$ cat config.mk
export PLATFORM = sky130hd
export DESIGN_NAME = muldiv_sched
export DESIGN_NICKNAME = d
export VERILOG_FILES = /design/src/rtl/muldiv_sched_pkg.sv /design/src/rtl/muldiv_sched.sv
export SDC_FILE = /design/constraint.sdc
export NUM_CORES = 1
export LEC_CHECK = 0
export CAP_MARGIN = 20
export CORE_ASPECT_RATIO = 0.9
export CORE_MARGIN = 4
export CORE_UTILIZATION = 30
export DETAILED_ROUTE_END_ITERATION = 7
export PLACE_DENSITY = 0.63
export SETUP_SLACK_MARGIN = 0.1
export SLEW_MARGIN = 5
export SYNTH_ARGS = -nofsm -noshare
export SYNTH_HDL_FRONTEND = slang
export SYNTH_SLANG_ARGS = --single-unit
$ cat constraint.sdc
create_clock -name clk -period 2.2 [get_ports clk]
set_input_delay 0.66 -clock clk [delete_from_list [all_inputs] [get_ports clk]]
set_output_delay 0.66 -clock clk [all_outputs]
set_load 0.02 [all_outputs]
$ cat src/rtl/muldiv_sched_pkg.sv
// Shared encodings for the EX-stage multiply/divide sequencer.
// Op codes follow the EX decode; states are the sequencer's FSM.
package muldiv_sched_pkg;

    typedef enum logic [1:0] {
        OP_MULT  = 2'b00,
        OP_MULTU = 2'b01,
        OP_DIV   = 2'b10,
        OP_DIVU  = 2'b11
    } md_op_e;

    typedef enum logic [1:0] {
        StIdle    = 2'b00,
        StMulBusy = 2'b01,
        StDivBusy = 2'b10,
        StDone    = 2'b11
    } md_state_e;

    // Quotient written to LO when the divisor is zero
    localparam logic [31:0] DIV0_LO = 32'hFFFF_FFFF;

    localparam logic Stop    = 1'b1;
    localparam logic NoStop  = 1'b0;
    localparam logic Start   = 1'b1;
    localparam logic NoStart = 1'b0;

    function automatic logic op_is_div(input md_op_e op);
        return (op == OP_DIV) || (op == OP_DIVU);
    endfunction

    function automatic logic op_is_signed(input md_op_e op);
        return (op == OP_MULT) || (op == OP_DIV);
    endfunction

endpackage

$ cat src/rtl/muldiv_sched.sv
// Sequences one mult/multu/div/divu at a time through the shared iterative cores,
// stalling EX while a core works and emitting a single-cycle HI/LO write.
module muldiv_sched
    import muldiv_sched_pkg::*;
#(
    parameter int unsigned TIMEOUT = 40,
    parameter int unsigned CNT_W   = 6
) (
    input  logic        clk,
    input  logic        rst,
    input  logic        req_valid_i,
    input  logic [1:0]  req_op_i,
    input  logic [31:0] src_a_i,
    input  logic [31:0] src_b_i,
    input  logic        flush_i,
    output logic        mul_start_o,
    input  logic        mul_ready_i,
    input  logic [63:0] mul_result_i,
    output logic        div_start_o,
    input  logic        div_ready_i,
    input  logic [63:0] div_result_i,
    output logic [31:0] core_a_o,
    output logic [31:0] core_b_o,
    output logic        core_signed_o,
    output logic        annul_o,
    output logic        stallreq_o,
    output logic        hilo_we_o,
    output logic [31:0] hi_o,
    output logic [31:0] lo_o,
    output logic        timeout_o
);

    md_state_e        state_q, state_d;
    logic [CNT_W-1:0] cnt_q, cnt_d;
    logic [31:0]      a_q, a_d;
    logic [31:0]      b_q, b_d;
    logic             signed_q, signed_d;
    logic [31:0]      hi_q, hi_d;
    logic [31:0]      lo_q, lo_d;

    md_op_e      req_op;
    logic        is_mul;
    logic        core_ready;
    logic [63:0] core_result;
    logic        cnt_expired;

    assign req_op      = md_op_e'(req_op_i);
    assign is_mul      = (state_q == StMulBusy);
    // Only the core we are waiting on can complete the op
    assign core_ready  = is_mul ? mul_ready_i : div_ready_i;
    assign core_result = is_mul ? mul_result_i : div_result_i;
    assign cnt_expired = (cnt_q == CNT_W'(TIMEOUT));

    always_ff @(posedge clk) begin
        if (rst) begin
            state_q  <= StIdle;
            cnt_q    <= '0;
            a_q      <= '0;
            b_q      <= '0;
            signed_q <= 1'b0;
            hi_q     <= '0;
            lo_q     <= '0;
        end else begin
            state_q  <= state_d;
            cnt_q    <= cnt_d;
            a_q      <= a_d;
            b_q      <= b_d;
            signed_q <= signed_d;
            hi_q     <= hi_d;
            lo_q     <= lo_d;
        end
    end

    always_comb begin
        state_d     = state_q;
        cnt_d       = cnt_q;
        a_d         = a_q;
        b_d         = b_q;
        signed_d    = signed_q;
        hi_d        = hi_q;
        lo_d        = lo_q;
        mul_start_o = NoStart;
        div_start_o = NoStart;
        annul_o     = 1'b0;
        stallreq_o  = NoStop;
        hilo_we_o   = 1'b0;
        timeout_o   = 1'b0;

        unique case (state_q)
            StIdle: begin
                if (req_valid_i && !flush_i) begin
                    stallreq_o = Stop;
                    a_d        = src_a_i;
                    b_d        = src_b_i;
                    signed_d   = op_is_signed(req_op);
                    cnt_d      = '0;
                    if (!op_is_div(req_op)) begin
                        state_d = StMulBusy;
                    end else if (src_b_i == '0) begin
                        // Divide by zero resolves without touching the divider
                        hi_d    = src_a_i;
                        lo_d    = DIV0_LO;
                        state_d = StDone;
                    end else begin
                        state_d = StDivBusy;
                    end
                end
            end

            StMulBusy, StDivBusy: begin
                if (flush_i) begin
                    // Flushed instruction no longer needs EX held
                    annul_o = 1'b1;
                    state_d = StIdle;
                end else begin
                    stallreq_o  = Stop;
                    mul_start_o = is_mul ? Start : NoStart;
                    div_start_o = is_mul ? NoStart : Start;
                    cnt_d       = cnt_q + CNT_W'(1);
                    if (core_ready) begin
                        hi_d    = core_result[63:32];
                        lo_d    = core_result[31:0];
                        state_d = StDone;
                    end else if (cnt_expired) begin
                        mul_start_o = NoStart;
                        div_start_o = NoStart;
                        timeout_o   = 1'b1;
                        annul_o     = 1'b1;
                        state_d     = StIdle;
                    end
                end
            end

            StDone: begin
                hilo_we_o = !flush_i;
                state_d   = StIdle;
            end

            default: state_d = StIdle;
        endcase
    end

    assign core_a_o      = a_q;
    assign core_b_o      = b_q;
    assign core_signed_o = signed_q;
    assign hi_o          = hi_q;
    assign lo_o          = lo_q;

endmodule
==> impl_results.rst, run 1 <==
.. list-table::
   :header-rows: 1

   * - Metric
     - Value
   * - Final worst hold slack
     - 0.4516 ns
   * - Final design utilization
     - 59.42%
   * - Worst setup slack after layout
     - -0.2211 ns
   * - Remaining global-route overflow
     - 0
   * - DRC viols
     - 0
   * - Critical path cell sequence
     - inv_2 -> ha_4 -> nor4bb_4 -> buf_6 -> nand3_4 -> and3_4 -> buf_6
   * - Leading cell types in the layout, fill and taps excluded
     - sky130_fd_sc_hd__clkdlybuf4s50_1, sky130_fd_sc_hd__nand2_1, sky130_fd_sc_hd__dfxtp_1
   * - Top-level port count
     - 335
   * - Required time at the endpoint of the critical path
     - 1.54 ns
   * - Fmax
     - 413.0 MHz
   * - Number of global-route vias before repair
     - 6970
   * - Die outline width
     - 163.4 um
   * - Sum of routed wire segments on met1
     - 11120 um
   * - Number of antenna violations at the first check in global routing
     - 1
   * - Final TNS setup
     - -0.8933 ns
   * - Warnings, synthesis
     - 0
   * - Critical Path Max Stage Delay
     - 0.32 ns
   * - Total GRT Usage
     - 20.29%
   * - Via-per-instance ratio
     - 4.810
   * - CTS Root Buffer Type
     - sky130_fd_sc_hd__clkbuf_16
   * - Count of different cell masters after synthesis
     - 36
   * - Most Frequent Cell on Critical Path
     - sky130_fd_sc_hd__buf_6
   * - Part of the total power dissipated in the clock network
     - 22.5%
   * - Net Sw Power
     - 0.005234 W
   * - Flop2flop setup slack
     - 0.08 ns
   * - Reg power frac
     - 22.6%
   * - Type of destination of the critical path
     - output pin
   * - Peak fanout along the critical path
     - 2
   * - Final Hold Vio Count
     - 0
   * - Post-route standard cell area excluding fillers
     - 12530 sq um
   * - Setup repair after global routing missed its margin
     - true
   * - Fraction of final layout cells with drive strength greater than 1
     - 24.49%
   * - Die Area
     - 24170 sq um
   * - Total via count in the routed design
     - 7095
   * - Crit path launch type
     - flop
   * - Actual slew at the worst max-slew pin
     - 0.7763 ns
   * - Detailed-route wire length
     - 26260 um
   * - CP max stage cell
     - sky130_fd_sc_hd__dfxtp_2
   * - Mapped Cells
     - 767
   * - Routability-driven placement congestion ratio
     - 0.8348
   * - Core outline area
     - 21080 sq um
   * - Kind of cell adding the most delay to the critical path
     - simple AND/OR/NAND/NOR gates
   * - Starting density of the core
     - 30.94%
   * - Cell area reported after detailed placement
     - 10760 sq um
   * - Instance count along the most critical hold path
     - 2
   * - Standard-cell row count
     - 50
   * - Violations in the final reports
     - negative setup slack
   * - Final clock period utilization by the worst path
     - 110.0%
   * - Detailed placer's ending HPWL
     - 18180 um
   * - Register bit total from synthesis
     - 137
   * - First-pass GRT wire length
     - 38780 um
   * - Number of H-tree levels
     - 4
   * - Average instance area after synthesis
     - 8.504 sq um
   * - Sequential element share of the synthesized area
     - 42.05%
   * - Most common library cell in the layout ignoring fill and taps
     - sky130_fd_sc_hd__clkdlybuf4s50_1
   * - Total design power
     - 0.01348 W
   * - Met2 layer wire length in the routed design
     - 12570 um
   * - Cell-internal power
     - 0.008244 W
   * - Worst Hold End
     - core_b_o[29]
   * - Path category of the worst min-delay check
     - flop to flop
   * - Number of routed nets with antenna violations
     - 0
   * - Combinational fraction of design power
     - 54.9%
   * - Clock tree from TritonCTS
     - yes
   * - Post-CTS clock slew at the launch and capture registers of the worst setup and hold paths
     - 0.06 ns
   * - P_leak
     - 4.789 nW
   * - Area overhead of the layout relative to synthesis
     - 92.08%
   * - Worst max-slew margin expressed relative to the limit
     - 48.25%
   * - Data arrival time of the worst path
     - 1.76 ns
   * - Beginning of the worst register-to-register path
     - state_q[1]
   * - Startpoint of the most critical hold path
     - core_b_o[29]
   * - Highest signal layer in the routed design
     - met4
   * - Hold bufs inserted after CTS
     - 0
   * - Maximum capacitance violations
     - 0
   * - CTS max path bufs
     - 2
   * - IR Drop Worst-Case VDD
     - 835.6 uV
   * - Post-Synthesis Cell Area
     - 6523 sq um
   * - WL per Instance
     - 17.81 um
   * - Worst flop-to-flop path endpoint
     - lo_o[6]
   * - Insertion delay of the later-clocked pin in the worst-skew pair
     - 0.41 ns
   * - Total nets after synthesis
     - 974
   * - Met3 wire length
     - 2208 um
   * - Outcome
     - finished with violations
   * - DRT iter0 DRCs
     - 302
   * - Fin nets
     - 1382
   * - Height of the chip
     - 147.9 um
   * - Post-layout min period
     - 2.421 ns
   * - Count of buffers inserted at the top-level ports
     - 334
   * - Maximum number of pins on one net before global-route repair
     - 66
   * - Clock net sink count
     - 137
   * - Pwr per Cell Area
     - 1076 nW/um^2
   * - Detailed Routing Iterations Pass 1
     - 5
   * - Number of buffers created by CTS
     - 17
   * - Setup clock skew after layout
     - 0.006651 ns
   * - Net switching share of the total power
     - 38.83%
   * - Number of cell instances on the worst register-to-register path
     - 11
   * - Buf/Inv on CP
     - 3
   * - Critical setup path kind
     - flop to output pin
   * - Count of pins over their slew limit
     - 0
   * - Count of endpoints failing setup in the final report
     - 5
how the worst max path moves through the flow:
stage,startpoint,slack (ns),cells past startpoint,end
after CTS,cnt_q[1],-0.24,7,mul_start_o
after global routing,cnt_q[1],-0.30,7,mul_start_o
after floorplan,state_q[1],0.07,6,mul_start_o
after detailed placement,mul_ready_i,-0.80,5,annul_o
after global placement,mul_ready_i,-0.80,5,annul_o
final,cnt_q[1],-0.22,7,mul_start_o
synth_stat cells:
master | instances | share of area, %
sky130_fd_sc_hd__a211oi_1 | 34 | 3.9
sky130_fd_sc_hd__nand2_1 | 133 | 7.7
sky130_fd_sc_hd__nand4_1 | 4 | 0.38
sky130_fd_sc_hd__buf_4 | 8 | 0.92
sky130_fd_sc_hd__a311oi_2 | 28 | 6.4
sky130_fd_sc_hd__nand2b_1 | 36 | 3.5
sky130_fd_sc_hd__a311oi_1 | 4 | 0.54
sky130_fd_sc_hd__a21oi_1 | 99 | 7.6
sky130_fd_sc_hd__mux2i_4 | 1 | 0.35
sky130_fd_sc_hd__o21ai_0 | 33 | 2.5
sky130_fd_sc_hd__xor2_1 | 4 | 0.54
sky130_fd_sc_hd__dfxtp_1 | 137 | 42
sky130_fd_sc_hd__nor4_1 | 8 | 0.77
sky130_fd_sc_hd__and3_1 | 3 | 0.29
sky130_fd_sc_hd__or2_2 | 1 | 0.096
sky130_fd_sc_hd__clkbuf_1 | 30 | 1.7
sky130_fd_sc_hd__ha_1 | 7 | 1.3
sky130_fd_sc_hd__o21a_1 | 1 | 0.12
sky130_fd_sc_hd__inv_1 | 6 | 0.35
sky130_fd_sc_hd__nor3_1 | 3 | 0.23
sky130_fd_sc_hd__nand3_1 | 34 | 2.6
sky130_fd_sc_hd__mux2_2 | 1 | 0.17
sky130_fd_sc_hd__nor2_1 | 45 | 2.6
sky130_fd_sc_hd__buf_2 | 19 | 1.5
sky130_fd_sc_hd__a222oi_1 | 1 | 0.15
sky130_fd_sc_hd__o21bai_1 | 1 | 0.12
sky130_fd_sc_hd__a31oi_1 | 1 | 0.096
sky130_fd_sc_hd__a32oi_1 | 1 | 0.13
sky130_fd_sc_hd__a221oi_2 | 1 | 0.23
sky130_fd_sc_hd__nor4bb_1 | 1 | 0.15
sky130_fd_sc_hd__nor2b_1 | 1 | 0.096
sky130_fd_sc_hd__and2_1 | 1 | 0.096
sky130_fd_sc_hd__o21ai_1 | 1 | 0.077
sky130_fd_sc_hd__clkbuf_2 | 3 | 0.23
sky130_fd_sc_hd__buf_1 | 12 | 0.69
sky130_fd_sc_hd__mux2i_1 | 64 | 9.8
per-stage QoR:
stage / std cells / setup WS, ns
finish: 1475 / -0.2211
global route: 1475 / -0.3037
CTS: 1461 / -0.2391
detailed placement: 1399 / -0.8000
global placement: 1399 / -0.8032
floorplan: 767 / 0.07088
repair_timing:
action,CTS,global route
setup endpoints to repair,71,87
buffers inserted,27,17
pin swaps,36,67
gates cloned,5,6
resized for setup,134,173
cell families (layout without fill, tap and decap cells):
| family | count (synthesis) | after routing | synth area share, % |
|---|---|---|---|
| and+or+nand+nor | 270 | 270 | 18.42 |
| xor gates and xnor gates | 4 | 4 | 0.5371 |
| DFF | 137 | 137 | 42.05 |
| adders and majority gates | 7 | 7 | 1.343 |
| other | 0 | 1 | 0 |
| AOI/OAI and AO/OA | 205 | 205 | 21.95 |
| buffers and inverters | 78 | 499 | 5.371 |
| muxes | 66 | 66 | 10.34 |
routing by layer:
metal | up-vias | GRT usage [%]
met5 | - | 0
met4 | 0 | 4.864
met3 | 29 | 6.384
met2 | 249 | 34.52
met1 | 3288 | 25.08
li1 | 3529 | -
worst min-delay path: cells and delay by family (launching register included):
kind               cells  cell delay [ns]
and+or+nand+nor        1             0.05
DFF                    1             0.31
AOI/OAI and AO/OA      1             0.05
cell type report:
type,count,area [sq um]
antenna,1,2.502
inverter,6,22.52
sequential,137,2748
tap,286,357.8
clock inverter,12,173.9
multi-input combinational,552,3959
clock buffer,20,436.7
fill,1878,8554
timing repair buffer,461,4828
state kept, by name, indices dropped and copies added, names as in the netlist:
| register | count |
|---|---|
| cnt_q | 6 |
| core_a_o | 32 |
| core_b_o | 32 |
| core_signed_o | 1 |
| hi_o | 32 |
| lo_o | 32 |
| state_q | 2 |
power groups by stage:
stage               Sequential [W]  Clock (W)  Combinational [W]
global route               0.00308    0.00320            0.00790
detailed placement         0.00307          0            0.00589
global placement           0.00305          0            0.00589
finish                     0.00304    0.00303            0.00740
floorplan                  0.00345          0            0.00301
CTS                        0.00302    0.00308            0.00667
Note: power is estimated with default switching activity, not from simulation.
==> inputs of run 2 (changes only) <==
Settings changed: ABC_CLOCK_PERIOD_IN_PS set to 2200.
==> results of run 2 <==
No change in the layout: final DEF, timing and power equal those of run 1.
==> inputs of run 3 (changes only) <==
Settings changed: CORE_UTILIZATION 30 to 36, PLACE_DENSITY 0.63 to 0.74.
==> run 3 against run 2 <==
  * The flow still finishes with violations (negative setup slack)
  * Core utilization rose by 9.3 points
  * Power shrank 1.6%
  * Maximum frequency up 1.7%
  * Global-route usage up 3.1 points
  * Non-clock buffer count is 18 lower
  * Routed wire length fell by 1.5%
  * Setup slack improved by 0.041 ns
  * Clock skew up 0.0028 ns
  * Cell count fell by 4.4%
==> impl_results.rst, run 3 (synthesized netlist as in run 1, its figures left out) <==
.. list-table::
   :header-rows: 1

   * - Metric
     - Value
   * - Instance count along the most critical hold path
     - 2 (unchanged)
   * - Count of buffers inserted at the top-level ports
     - 334 (unchanged)
   * - Count of endpoints failing setup in the final report
     - 5 (unchanged)
   * - Critical path cell sequence
     - inv_2 -> ha_4 -> mux2i_4 -> buf_6 -> nand3_4 -> and3_4 -> buf_6
   * - Remaining global-route overflow
     - 0 (unchanged)
   * - Number of H-tree levels
     - 4 (unchanged)
   * - Critical setup path kind
     - flop to output pin
   * - Die Area
     - 20340 sq um (-16%)
   * - Path category of the worst min-delay check
     - flop to flop
   * - Fmax
     - 420.2 MHz (+1.7%)
   * - P_leak
     - 4.567 nW (-4.6%)
   * - Count of pins over their slew limit
     - 0 (unchanged)
   * - Clock net sink count
     - 137 (unchanged)
   * - Worst setup slack after layout
     - -0.1796 ns (+0.04149 ns)
   * - Worst max-slew margin expressed relative to the limit
     - 48.97% (+0.72 points)
   * - Hold bufs inserted after CTS
     - 0 (unchanged)
   * - Kind of cell adding the most delay to the critical path
     - flip-flops
   * - IR Drop Worst-Case VDD
     - 842.6 uV (+0.84%)
   * - Final Hold Vio Count
     - 0 (unchanged)
   * - Worst flop-to-flop path endpoint
     - lo_o[16]
   * - CP max stage cell
     - sky130_fd_sc_hd__dfxtp_2
   * - Violations in the final reports
     - negative setup slack
   * - Peak fanout along the critical path
     - 3 (+1)
   * - Leading cell types in the layout, fill and taps excluded
     - sky130_fd_sc_hd__clkdlybuf4s50_1, sky130_fd_sc_hd__nand2_1, sky130_fd_sc_hd__dfxtp_1
   * - Number of antenna violations at the first check in global routing
     - 1 (unchanged)
   * - Final TNS setup
     - -0.7831 ns (+0.1102 ns)
   * - Setup repair after global routing missed its margin
     - true
   * - WL per Instance
     - 18.35 um (+3.1%)
   * - Beginning of the worst register-to-register path
     - state_q[1]
   * - Post-CTS clock slew at the launch and capture registers of the worst setup and hold paths
     - 0.06 ns (about the same)
   * - Number of stages on the worst setup path
     - 7 (unchanged)
   * - Core outline area
     - 17730 sq um (-16%)
   * - Layout filler cell count
     - 1446 (-23%)
   * - DRC viols
     - 0 (unchanged)
   * - Total GRT Usage
     - 23.35% (+3.1 points)
   * - Number of placed instances, taps included
     - 1335 (-4.6%)
   * - Critical Path Max Stage Delay
     - 0.32 ns (about the same)
   * - Total via count in the routed design
     - 7208 (+1.6%)
   * - Maximum capacitance violations
     - 0 (unchanged)
   * - Total design power
     - 0.01326 W (-1.6%)
   * - Via-per-instance ratio
     - 5.112 (+6.3%)
   * - Required time at the endpoint of the critical path
     - 1.54 ns (about the same)
   * - Routability-driven placement congestion ratio
     - 0.9327 (+12%)
   * - CTS Root Buffer Type
     - sky130_fd_sc_hd__clkbuf_16
   * - Number of global-route vias before repair
     - 7003 (+0.47%)
   * - Setup clock skew after layout
     - 0.009459 ns (+0.002808 ns)
   * - Post-layout min period
     - 2.380 ns (-0.04149 ns)
   * - CTS max path bufs
     - 2 (unchanged)
   * - Worst Hold End
     - core_b_o[1]
   * - Height of the chip
     - 135.7 um (-8.2%)
   * - Insertion delay of the later-clocked pin in the worst-skew pair
     - 0.42 ns (about the same)
   * - Die outline width
     - 149.9 um (-8.3%)
   * - Crit path launch type
     - flop
   * - Maximum number of pins on one net before global-route repair
     - 66 (unchanged)
   * - Starting density of the core
     - 36.79% (+5.9 points)
   * - Number of buffers created by CTS
     - 17 (unchanged)
   * - Number of cell instances on the worst register-to-register path
     - 11 (unchanged)
   * - Detailed placer's ending HPWL
     - 17440 um (-4.1%)
   * - Final cell count without fillers
     - 1410 (-4.4%)
   * - Standard-cell row count
     - 46 (-8.0%)
   * - Area overhead of the layout relative to synthesis
     - 86.73%
   * - First-pass GRT wire length
     - 37520 um (-3.3%)
   * - Startpoint of the most critical hold path
     - core_b_o[1]
   * - Data arrival time of the worst path
     - 1.72 ns (-0.04 ns)
   * - Actual slew at the worst max-slew pin
     - 0.7654 ns (-0.01087 ns)
   * - Flop2flop setup slack
     - 0.01 ns (-0.07 ns)
   * - Number of routed nets with antenna violations
     - 0 (unchanged)
   * - Type of destination of the critical path
     - output pin
   * - Top-level port count
     - 335 (unchanged)
   * - Outcome
     - finished with violations
   * - Detailed Routing Iterations Pass 1
     - 5 (unchanged)
   * - Clock tree from TritonCTS
     - yes
   * - DRT iter0 DRCs
     - 298 (-1.3%)
   * - Fraction of final layout cells with drive strength greater than 1
     - 20.87% (-3.6 points)
   * - Buf/Inv on CP
     - 3 (unchanged)
   * - Most Frequent Cell on Critical Path
     - sky130_fd_sc_hd__buf_6
   * - Final clock period utilization by the worst path
     - 108.2% (-1.9 points)
   * - Fin nets
     - 1364 (-1.3%)
   * - Detailed-route wire length
     - 25880 um (-1.5%)
   * - Most common library cell in the layout ignoring fill and taps
     - sky130_fd_sc_hd__clkdlybuf4s50_1
   * - Pwr per Cell Area
     - 1089 nW/um^2 (+1.2%)
==> run 3: layout make-up <==
cell class	count	area, sq um	share of cell area (%)
Antenna cell	1	2.502	0.02055
Clock buffer	19	442.9	3.637
Clock inverter	12	126.4	1.038
Inverter	6	22.52	0.1849
Multi-Input combinational cell	552	3781	31.05
Sequential cell	137	2748	22.56
Tap cell	240	300.3	2.466
Timing Repair Buffer	443	4756	39.05
==> run 3: stage by stage <==
stage	setup slack [ns]	util [%]	instance area [sq um]	hold slack, ns
after floorplan	0.07088	-	6568	0.5014
after global placement	-0.7854	59.45	10540	0.4411
after detailed placement	-0.8083	59.45	10540	0.4461
after CTS	-0.1868	65.76	11660	0.4540
after global routing	-0.2503	68.70	12180	0.4720
final	-0.1796	68.70	12180	0.4506
==> run 3: worst max-delay path by stage <==
stage | startpoint | end | slack, ns
after CTS | state_q[1] | mul_start_o | -0.19
after detailed placement | mul_ready_i | annul_o | -0.81
after global placement | mul_ready_i | annul_o | -0.79
after floorplan | state_q[1] | mul_start_o | 0.07
final | state_q[1] | mul_start_o | -0.18
after global routing | cnt_q[0] | mul_start_o | -0.25
==> run 3: routing by layer <==
metal | vias to the layer above | track usage [%] | wire [um]
met4 | 0 | 7.927 | 712
met1 | 3383 | 26.99 | 10280
met2 | 287 | 40.76 | 12610
met5 | - | 0 | 0
li1 | 3496 | - | -
met3 | 42 | 7.494 | 2267
==> run 3: worst reg2reg max path, delay by kind of cell, from the launching register on <==
kind	cells	cell delay (ns)
compound gates	3	0.62
fa+ha+maj	1	0.23
flops	1	0.33
buf+inv	7	0.93
==> run 3: power breakdown <==
part | switching [W] | internal (W)
sequential | 0.000193 | 0.00284
clock | 0.00113 | 0.00169
combinational | 0.00384 | 0.00357
total | 0.00516 | 0.00810
==> run 3: repair_timing <==
action | 4_1_cts | 5_1_grt
pin swaps | 30 | 23
gates cloned | 10 | 7
setup endpoints to repair | 73 | 78
buffers inserted | 16 | 11
resized for setup | 123 | 114
